`src/rtl/counter_pkg.sv`:
```
// counter_pkg: shared types, constants and helpers for the counter chain.
//   fm_state_t     - freq_meter FSM state encoding (IDLE, GATE)
//   FM_SYNC_STAGES - depth of the input synchronizer ahead of the edge flop
//   sat_inc        - saturating increment on values up to 32 bits wide
package counter_pkg;

    typedef enum logic {
        IDLE = 1'b0,
        GATE = 1'b1
    } fm_state_t;

    localparam int unsigned FM_SYNC_STAGES = 2;

    // Callers zero-extend to 32 bits and truncate the result back to their width.
    function automatic logic [31:0] sat_inc(input logic [31:0] v, input logic [31:0] max);
        return (v >= max) ? max : v + 32'd1;
    endfunction

endpackage

```
`src/rtl/freq_meter_if.sv`:
```
// freq_meter_if: measurement control and result bundle of freq_meter.
//   en, sig_in             - enable and measured signal (master -> slave)
//   freq_cnt/ovf/valid     - gate-window edge count result (slave -> master)
//   period/period_valid    - edge-to-edge period result (slave -> master)
//   timeout                - no edge seen within the period counter range
interface freq_meter_if #(
    parameter int CNT_W = 16,
    parameter int PER_W = 16
);
    logic             en;
    logic             sig_in;
    logic [CNT_W-1:0] freq_cnt;
    logic             freq_ovf;
    logic             freq_valid;
    logic [PER_W-1:0] period;
    logic             period_valid;
    logic             timeout;

    modport master (
        output en, sig_in,
        input  freq_cnt, freq_ovf, freq_valid, period, period_valid, timeout
    );

    modport slave (
        input  en, sig_in,
        output freq_cnt, freq_ovf, freq_valid, period, period_valid, timeout
    );
endinterface

```
`src/rtl/freq_meter_edge_sync.sv`:
```
// edge_sync: brings an asynchronous input into the clk domain and flags its
// rising edges.
//   clk   - system clock, rising edge
//   rst   - asynchronous reset, active low
//   din   - asynchronous input
//   pulse - one-cycle pulse, 2-3 cycles after a rising edge of din
module edge_sync
    import counter_pkg::*;
(
    input  logic clk,
    input  logic rst,
    input  logic din,
    output logic pulse
);

    logic [FM_SYNC_STAGES-1:0] sync;
    logic                      dly;

    always_ff @(posedge clk or negedge rst) begin
        if (!rst) begin
            sync <= '0;
            dly  <= 1'b0;
        end else begin
            sync <= {sync[FM_SYNC_STAGES-2:0], din};
            dly  <= sync[FM_SYNC_STAGES-1];
        end
    end

    assign pulse = sync[FM_SYNC_STAGES-1] & ~dly;

endmodule

```
`src/rtl/freq_meter.sv`:
```
// freq_meter: counts rising edges of sig_in over back-to-back windows of
// GATE_CYCLES clocks and measures the clk-cycle period between edges.
//   clk, rst            - system clock; asynchronous active-low reset
//   bus.en              - measurement enable (IDLE when low)
//   bus.sig_in          - measured signal, asynchronous to clk
//   bus.freq_cnt/ovf    - edges in the last full window / saturation flag
//   bus.freq_valid      - one-cycle pulse when freq_cnt/freq_ovf update
//   bus.period          - clk cycles between the last two rising edges
//   bus.period_valid    - one-cycle pulse when period updates
//   bus.timeout         - no edge for 2^PER_W-1 cycles (level)
module freq_meter
    import counter_pkg::*;
#(
    parameter int GATE_CYCLES = 1000,
    parameter int CNT_W       = 16,
    parameter int PER_W       = 16
) (
    input logic         clk,
    input logic         rst,
    freq_meter_if.slave bus
);

    localparam int unsigned      G_W      = (GATE_CYCLES > 2) ? $clog2(GATE_CYCLES) : 1;
    localparam logic [G_W-1:0]   G_LAST   = G_W'(GATE_CYCLES - 1);
    localparam logic [CNT_W-1:0] CNT_MAX  = '1;
    localparam logic [PER_W-1:0] PER_MAX  = '1;

    fm_state_t        state, state_n;
    logic             run, win_end;
    logic             edge_p;

    logic [G_W-1:0]   g;
    logic [CNT_W-1:0] ec, ec_inc;
    logic             wo, ec_sat;
    logic [PER_W-1:0] p, p_inc;
    logic             armed;

    logic [CNT_W-1:0] freq_cnt_q;
    logic             freq_ovf_q, freq_valid_q;
    logic [PER_W-1:0] period_q;
    logic             period_valid_q, timeout_q;

    edge_sync u_sync (
        .clk   (clk),
        .rst   (rst),
        .din   (bus.sig_in),
        .pulse (edge_p)
    );

    // FSM: state register
    always_ff @(posedge clk or negedge rst) begin
        if (!rst) state <= IDLE;
        else      state <= state_n;
    end

    // FSM: next state
    always_comb begin
        state_n = state;
        case (state)
            IDLE: if (bus.en)  state_n = GATE;
            GATE: if (!bus.en) state_n = IDLE;
            default: state_n = IDLE;
        endcase
    end

    // FSM: control outputs
    always_comb begin
        run     = (state == GATE);
        win_end = run && (g == G_LAST);
    end

    // The closing cycle's edge belongs to the closing window, so the
    // published count and overflow use the already-incremented values.
    assign ec_sat = edge_p && (ec == CNT_MAX);
    assign ec_inc = edge_p ? CNT_W'(sat_inc(32'(ec), 32'(CNT_MAX))) : ec;
    assign p_inc  = PER_W'(sat_inc(32'(p), 32'(PER_MAX)));

    always_ff @(posedge clk or negedge rst) begin
        if (!rst) begin
            g              <= '0;
            ec             <= '0;
            wo             <= 1'b0;
            p              <= '0;
            armed          <= 1'b0;
            freq_cnt_q     <= '0;
            freq_ovf_q     <= 1'b0;
            freq_valid_q   <= 1'b0;
            period_q       <= '0;
            period_valid_q <= 1'b0;
            timeout_q      <= 1'b0;
        end else begin
            freq_valid_q   <= 1'b0;
            period_valid_q <= 1'b0;
            if (!run) begin
                g         <= '0;
                ec        <= '0;
                wo        <= 1'b0;
                p         <= '0;
                armed     <= 1'b0;
                timeout_q <= 1'b0;
            end else begin
                if (win_end) begin
                    g            <= '0;
                    ec           <= '0;
                    wo           <= 1'b0;
                    freq_cnt_q   <= ec_inc;
                    freq_ovf_q   <= wo | ec_sat;
                    freq_valid_q <= 1'b1;
                end else begin
                    g  <= g + 1'b1;
                    ec <= ec_inc;
                    wo <= wo | ec_sat;
                end

                // While armed, p never exceeds PER_MAX-1 at an edge, so p+1 fits.
                if (edge_p) begin
                    p <= '0;
                    if (armed) begin
                        period_q       <= p + 1'b1;
                        period_valid_q <= 1'b1;
                    end else begin
                        armed     <= 1'b1;
                        timeout_q <= 1'b0;
                    end
                end else begin
                    p <= p_inc;
                    if (p_inc == PER_MAX) begin
                        timeout_q <= 1'b1;
                        armed     <= 1'b0;
                    end
                end
            end
        end
    end

    assign bus.freq_cnt     = freq_cnt_q;
    assign bus.freq_ovf     = freq_ovf_q;
    assign bus.freq_valid   = freq_valid_q;
    assign bus.period       = period_q;
    assign bus.period_valid = period_valid_q;
    assign bus.timeout      = timeout_q;

endmodule

```
`src/flat_wrapper.sv`:
```
// flat-port wrapper written by rule: the top's interface ports become plain ports
module freq_meter_flat import counter_pkg::*;
#(
    parameter int GATE_CYCLES = 1000,
    parameter int CNT_W       = 16,
    parameter int PER_W       = 16
)
  (clk, rst, bus_en, bus_sig_in, bus_freq_cnt, bus_freq_ovf, bus_freq_valid, bus_period, bus_period_valid, bus_timeout);
  freq_meter_if #(.CNT_W(CNT_W), .PER_W(PER_W)) bus_i ();
  input logic clk;
  input logic rst;
  input wire logic [$bits(bus_i.en)-1:0] bus_en;
  input wire logic [$bits(bus_i.sig_in)-1:0] bus_sig_in;
  output wire logic [$bits(bus_i.freq_cnt)-1:0] bus_freq_cnt;
  output wire logic [$bits(bus_i.freq_ovf)-1:0] bus_freq_ovf;
  output wire logic [$bits(bus_i.freq_valid)-1:0] bus_freq_valid;
  output wire logic [$bits(bus_i.period)-1:0] bus_period;
  output wire logic [$bits(bus_i.period_valid)-1:0] bus_period_valid;
  output wire logic [$bits(bus_i.timeout)-1:0] bus_timeout;
  assign bus_i.en = bus_en;
  assign bus_i.sig_in = bus_sig_in;
  assign bus_freq_cnt = bus_i.freq_cnt;
  assign bus_freq_ovf = bus_i.freq_ovf;
  assign bus_freq_valid = bus_i.freq_valid;
  assign bus_period = bus_i.period;
  assign bus_period_valid = bus_i.period_valid;
  assign bus_timeout = bus_i.timeout;
  freq_meter #(.GATE_CYCLES(GATE_CYCLES), .CNT_W(CNT_W), .PER_W(PER_W)) u_core (.clk(clk), .rst(rst), .bus(bus_i));
endmodule
```
`config.mk`:
```
export PLATFORM = sky130hd
export DESIGN_NAME = freq_meter_flat
export DESIGN_NICKNAME = d
export VERILOG_FILES = /design/src/rtl/counter_pkg.sv /design/src/rtl/freq_meter_if.sv /design/src/rtl/freq_meter_edge_sync.sv /design/src/rtl/freq_meter.sv /design/src/flat_wrapper.sv
export SDC_FILE = /design/constraint.sdc
export NUM_CORES = 1
export LEC_CHECK = 0
export ABC_AREA = 1
export BUFFER_PORTS_ARGS = -buffer_cell sky130_fd_sc_hd__clkbuf_2
export CORE_ASPECT_RATIO = 0.8
export CORE_MARGIN = 4
export CORE_UTILIZATION = 30
export CTS_CLUSTER_SIZE = 10
export DETAILED_ROUTE_END_ITERATION = 10
export HOLD_SLACK_MARGIN = 0.15
export SYNTH_ARGS = -nofsm -noshare
export SYNTH_HDL_FRONTEND = slang
export SYNTH_HIERARCHICAL = 1
export SYNTH_SLANG_ARGS = --single-unit
```
`constraint.sdc`:
```
create_clock -name clk -period 2.4 [get_ports clk]
set_input_delay 0.48 -clock clk [delete_from_list [all_inputs] [get_ports clk]]
set_output_delay 0.48 -clock clk [all_outputs]
set_load 0.01 [all_outputs]
```
Yosys cells after proc, flatten, opt, wreduce, memory -nomap -nowiden
Index checks and enable logic that the tools add are counted.
- bits in registers: 84
- input bits: 4
- output and inout bits: 36
- logic and storage cells: 57
- add/subtract/negate cells: 4
- $lt $le $gt $ge: 2
- equality and inequality tests: 5
- muxes and demuxes: 24
- bitwise logic cells: 3
- reduce and logical (&&, ||, !) cells: 5
- operators with widths (operator ; count):
    $mux 16 ; 7
    $add 16x1->16 const B ; 3
    $eq 16x16->1 const B ; 2
    $ge 16x16->1 const B ; 2
    $mux 10 ; 2
    $mux 1 ; 15
    $add 10x1->10 const B ; 1
    $eq 10x10->1 const B ; 1
    $ne 3x3->1 const B ; 2
    $reduce_and 2->1 ; 2
    $reduce_and 3->1 ; 1
    $logic_and 1x1->1 ; 2
    $and 1x1->1 ; 1
    $not 1->1 ; 1
    $or 1x1->1 ; 1

Longest topological paths before layout
- depth in word-level cells: 6
- gate-level depth with buffers: 13

By module
Netlist, hierarchy kept.
- by module, submodules not included (module ; instances ; cells an instance ; area each (µm²) ; sequential area each (µm²)):
    freq_meter ; 1 ; 475 ; 3886.2 ; 2026.9
    edge_sync ; 1 ; 5 ; 85.1 ; 75.1

Worst setup path before layout
OpenSTA, ideal clock, no wires.
- path type: reg-to-reg
- start: register u_core.p[0]
- end: register u_core.armed
- data arrival time: 1.544 ns
- setup slack: 0.740 ns
- stages on the path, launching flop included: 14
- path buffers: 1
- clock period less this slack: 1.660 ns
- cell sequence: dfrtp_1 ha_1 nand2_2 nor2_4 nand2_2 clkinv_2 nand2_4 buf_6 nand2_2 nand3_1 nor2_2 nand3_2 nand2_1 nand2_1
- word-level cells in the longest chain between the ends: 4
- elaborated cells between the ends (all ways): 5
- classes of those cells: add/sub (1); order compare (1); eq/ne (2); mux (1)
- ends and longest elaborated chain (what ; RTL line ; source):
    start, declared ; freq_meter.sv:35 ; logic [PER_W-1:0] p, p_inc;
    start signal, assigned ; freq_meter.sv:126 ; p <= p_inc;
    $add 16x1->16 / $ge 16x16->1 (equally long branches) ; counter_pkg.sv:16 ; return (v >= max) ? max : v + 32'd1;
    $mux 16 (*) ; counter_pkg.sv:16 ;
    $eq 16x16->1 (*) ; freq_meter.sv:127 ; if (p_inc == PER_MAX) begin
    $ne 3x3->1 (no source line) (*) ; -- ;
    end signal, assigned ; freq_meter.sv:99 ; armed <= 1'b0;
    end signal, assigned ; freq_meter.sv:122 ; armed <= 1'b1;
    end signal, assigned ; freq_meter.sv:129 ; armed <= 1'b0;
    end, declared ; freq_meter.sv:36 ; logic armed;
Mark *: on every way between the ends. The rest lies on a longest branch, timed or not.
A chain may end at the register's enable or synchronous reset.

Final worst setup path
Ends and elaborated chain as after synthesis.

==> flow_summary.ini <==
[outcome]
status = complete, no violations

[yosys]
synthMuxAreaShare_pct = 0
synth_top_family_by_area = simple AND/OR/NAND/NOR gates
synth_edf_count = 0
ys_ff_latch = 84
synthFlopType = dfrtp_1
yosys.cell_count.top_type = nand2_1
async_flop_share_pct = 100
synth.distinct_cells = 34
synth-simple-area-share_pct = 28.0
synth_seq_area_share_pct = 52.9
netlist.area_leader.share_pct = 52.9
syn_nets = 487
netlist_area_um2 = 3970
synth_compound_area_share_pct = 9.39
syn_avg_cell_area_um2 = 8.27
synth_xor_area_share_pct = 2.21
synthAdderAreaFrac_pct = 0.945
syn_inst = 480
yosys_warnings = 6
synth_commonest_cells = 115 x nand2_1, 84 x dfrtp_1, 52 x inv_1
synth_area_leaders = dfrtp_1 53%, nand2_1 11%, inv_1 4.9%
yosysTopAreaCell = dfrtp_1

[timing]
fmax_mhz = 507
maxSlewHeadroom_pct = 61.2
fin_crit_sh_pct = 82.2
hold_viol = 0
worst_pin_slew_ns = 0.582
fin_skew_ns = 0.00696
hold-worst-slack_ns = 0.262
tns_ns = 0
maxSlewViolCount = 0
setup_slack_ns = 0.426
rsz0062_at_grt = no
finalCriticalPeriod_ns = 1.97
setup_violations = 0

[power_and_ir_drop]
pwr-share-seq_pct = 46.3
clkPwrFrac_pct = 48.7
max-vdd-ir-drop_v = 0.000311
intPower_mw = 2.55
static-leakage-power_nw = 2.27
powerDensity_nw_per_um2 = 676
p_sw_mw = 0.666
swShare_pct = 20.7
p_comb_share_pct = 5.0

[clock_tree]
root_buffer = clkbuf_16
clock_sinks = 84
cts_inserted_buffers = 9
htree_levels = 3
worstSkewPairLatency_ns = 0.33
clkTransAtPathRegs_ns = 0.06
clockBufferDepth = 2
cts_tree = done

[detailed_routing]
vias_per_cell = 4.66
drt_iter0_drc = 245
drc = 0
post_drt_wl_per_cell_um = 12.4
vias = 3289
ant_nets = 0
drt_wl_total_um = 8740
dr.pass1.iters = 6

[cells_and_area]
nets = 534
instances_no_fill = 706
final.fill_count = 1297
multi_input_area_um2 = 1610
drive_above_1_share_pct = 15.8
regArea_um2 = 2100
n_antenna_cell = 0
area_delta_synth_final_pct = 19.7

[floorplanning]
die_w_um = 137
die_h_um = 111
core_um2 = 12900
row_count = 37
start_util_pct = 30.7
io_pins = 40
dieArea_um2 = 15200

[worst_setup_path]
critPathSlowestCell = dfrtp_1
start_kind = flip-flop
worst_ep_required_time_ns = 2.62
worstSetupEndpointType = flip-flop
cp_cell_sequence = ha_1, nand2_2, nor2_4, nand2_2, clkinv_2, nand2_4, nand3_1, nand3_1, nor2_1, nand3_2, nand2_1, nand2_1
crit_buf_inv = 1
cp_max_fo = 26
rrSetupSlack_ns = 0.43
crit_arrival_ns = 2.19
path_delay_family = simple AND/OR/NAND/NOR gates
max_stage_delay_ns = 0.42
crit_type = flip-flop to flip-flop

[placement]
pre_cts_ws_ns = 0.469
hpwlAfterDp_um = 6510
gp_congestion = 0.910
io_buffers = 39
placedCellCount = 690

[global_routing]
grt_pass1_vias = 3285
grt_pass1_wl_um = 15300
grt_usage_pct = 12.2
antenna_found_initial = 0
grt_overflow = 0
grt_max_degree = 38

[min_path]
hp-class = primary input to flip-flop

[job]
drv_cap = 0
## flip-flops by register name (all words and copies together) (netlist names), 2 cells and up
signal / flops
u_core/p: 16
u_core/bus.period: 16
u_core/g: 10
u_core/u_sync/sync: 2
u_core/bus.freq_cnt: 16
u_core/ec: 16
## logic make-up (layout without fill, tap and decap cells)
group / after synthesis / in the layout
AND/OR/NAND/NOR: 247 / 247
flip-flops: 84 / 84
AO/OA/AOI/OAI: 70 / 70
buffers and inverters: 66 / 117
XOR/XNOR: 10 / 10
adder cells (fa/ha/maj): 3 / 3
## final timing paths
kind / start / endpoint / cells past startpoint
max in group asynchronous: rst / u_core/bus.freq_cnt[4]$_DFFE_PN0P_ / 3
min in group asynchronous: rst / u_core/ec[10]$_DFF_PN0_ / 2
hold reg to reg: u_core/u_sync/sync[0]$_DFF_PN0_ / u_core/u_sync/sync[1]$_DFF_PN0_ / 0
setup reg to reg: u_core/p[0]$_DFF_PN0_ / u_core/armed$_DFFE_PN0P_ / 12
setup / recovery: u_core/p[0]$_DFF_PN0_ / u_core/armed$_DFFE_PN0P_ / 12
hold / removal: bus_en / u_core/run$_DFF_PN0_ / 1
## layer usage
layer	global-route usage (%)	up-vias	part of all wire, %
met3	2.31	13	3.0
met4	4.70	0	1.8
met2	19.1	54	47
li1	-	1649	-
met5	0	-	0
met1	16.6	1573	48
## area by class of cell
cell class / instances / area share, %
Multi-Input combinational cell: 330 / 33.9
Timing Repair Buffer: 47 / 5.74
Sequential cell: 84 / 44.2
Clock buffer: 10 / 5.03
Tap cell: 175 / 4.61
Inverter: 55 / 4.40
Clock inverter: 5 / 2.11
## cells in the final DEF (no fill, tap or decap), types with 2 or more instances in the layout
cell type / count
nor3_2: 2
nand3_1: 34
ha_1: 3
xnor2_1: 4
xor2_1: 6
o21ai_1: 7
o21a_1: 3
nand3_2: 2
nor2_4: 4
buf_4: 7
nand2_1: 115
clkinv_2: 4
inv_1: 52
clkbuf_16: 9
nand4_1: 10
nor2_2: 6
bufinv_16: 3
o21ai_0: 35
dfrtp_1: 84
nor3_1: 15
nand2_2: 3
clkbuf_2: 38
nor2_1: 50
a21oi_1: 19
o21bai_1: 2
## power groups by stage
stage,sequential (mW),clock [mW],combinational [mW]
finish,1.49,1.57,0.159
CTS,1.49,1.60,0.165
floorplan,1.52,0,0.0679
global placement,1.51,0,0.158
detailed placement,1.51,0,0.163
global route,1.49,1.66,0.185
## stage by stage
step	instance area [µm²]	power, mW	utilization, %
floorplan	3970	1.59	-
global route	4750	3.33	36.8
CTS	4750	3.25	36.8
detailed placement	4400	1.68	34.1
finish	4750	3.21	36.8
global placement	4400	1.67	34.1
## worst register-to-register path, delay by kind of cell, from the launching register on
| kind | cells | cell delay [ns] |
|---|---|---|
| flip-flops | 1 | 0.42 |
| buffers and inverters | 1 | 0.08 |
| adder cells (fa/ha/maj) | 1 | 0.23 |
| AND/OR/NAND/NOR | 10 | 1.13 |
## what timing repair did
action	4_1_cts	5_1_grt
hold buffers	1	0
hold endpoints to repair	35	0
resized for setup	0	0
setup buffers	0	0
endpoints found under the setup margin	0	0
(Power assumes the default switching activity.)
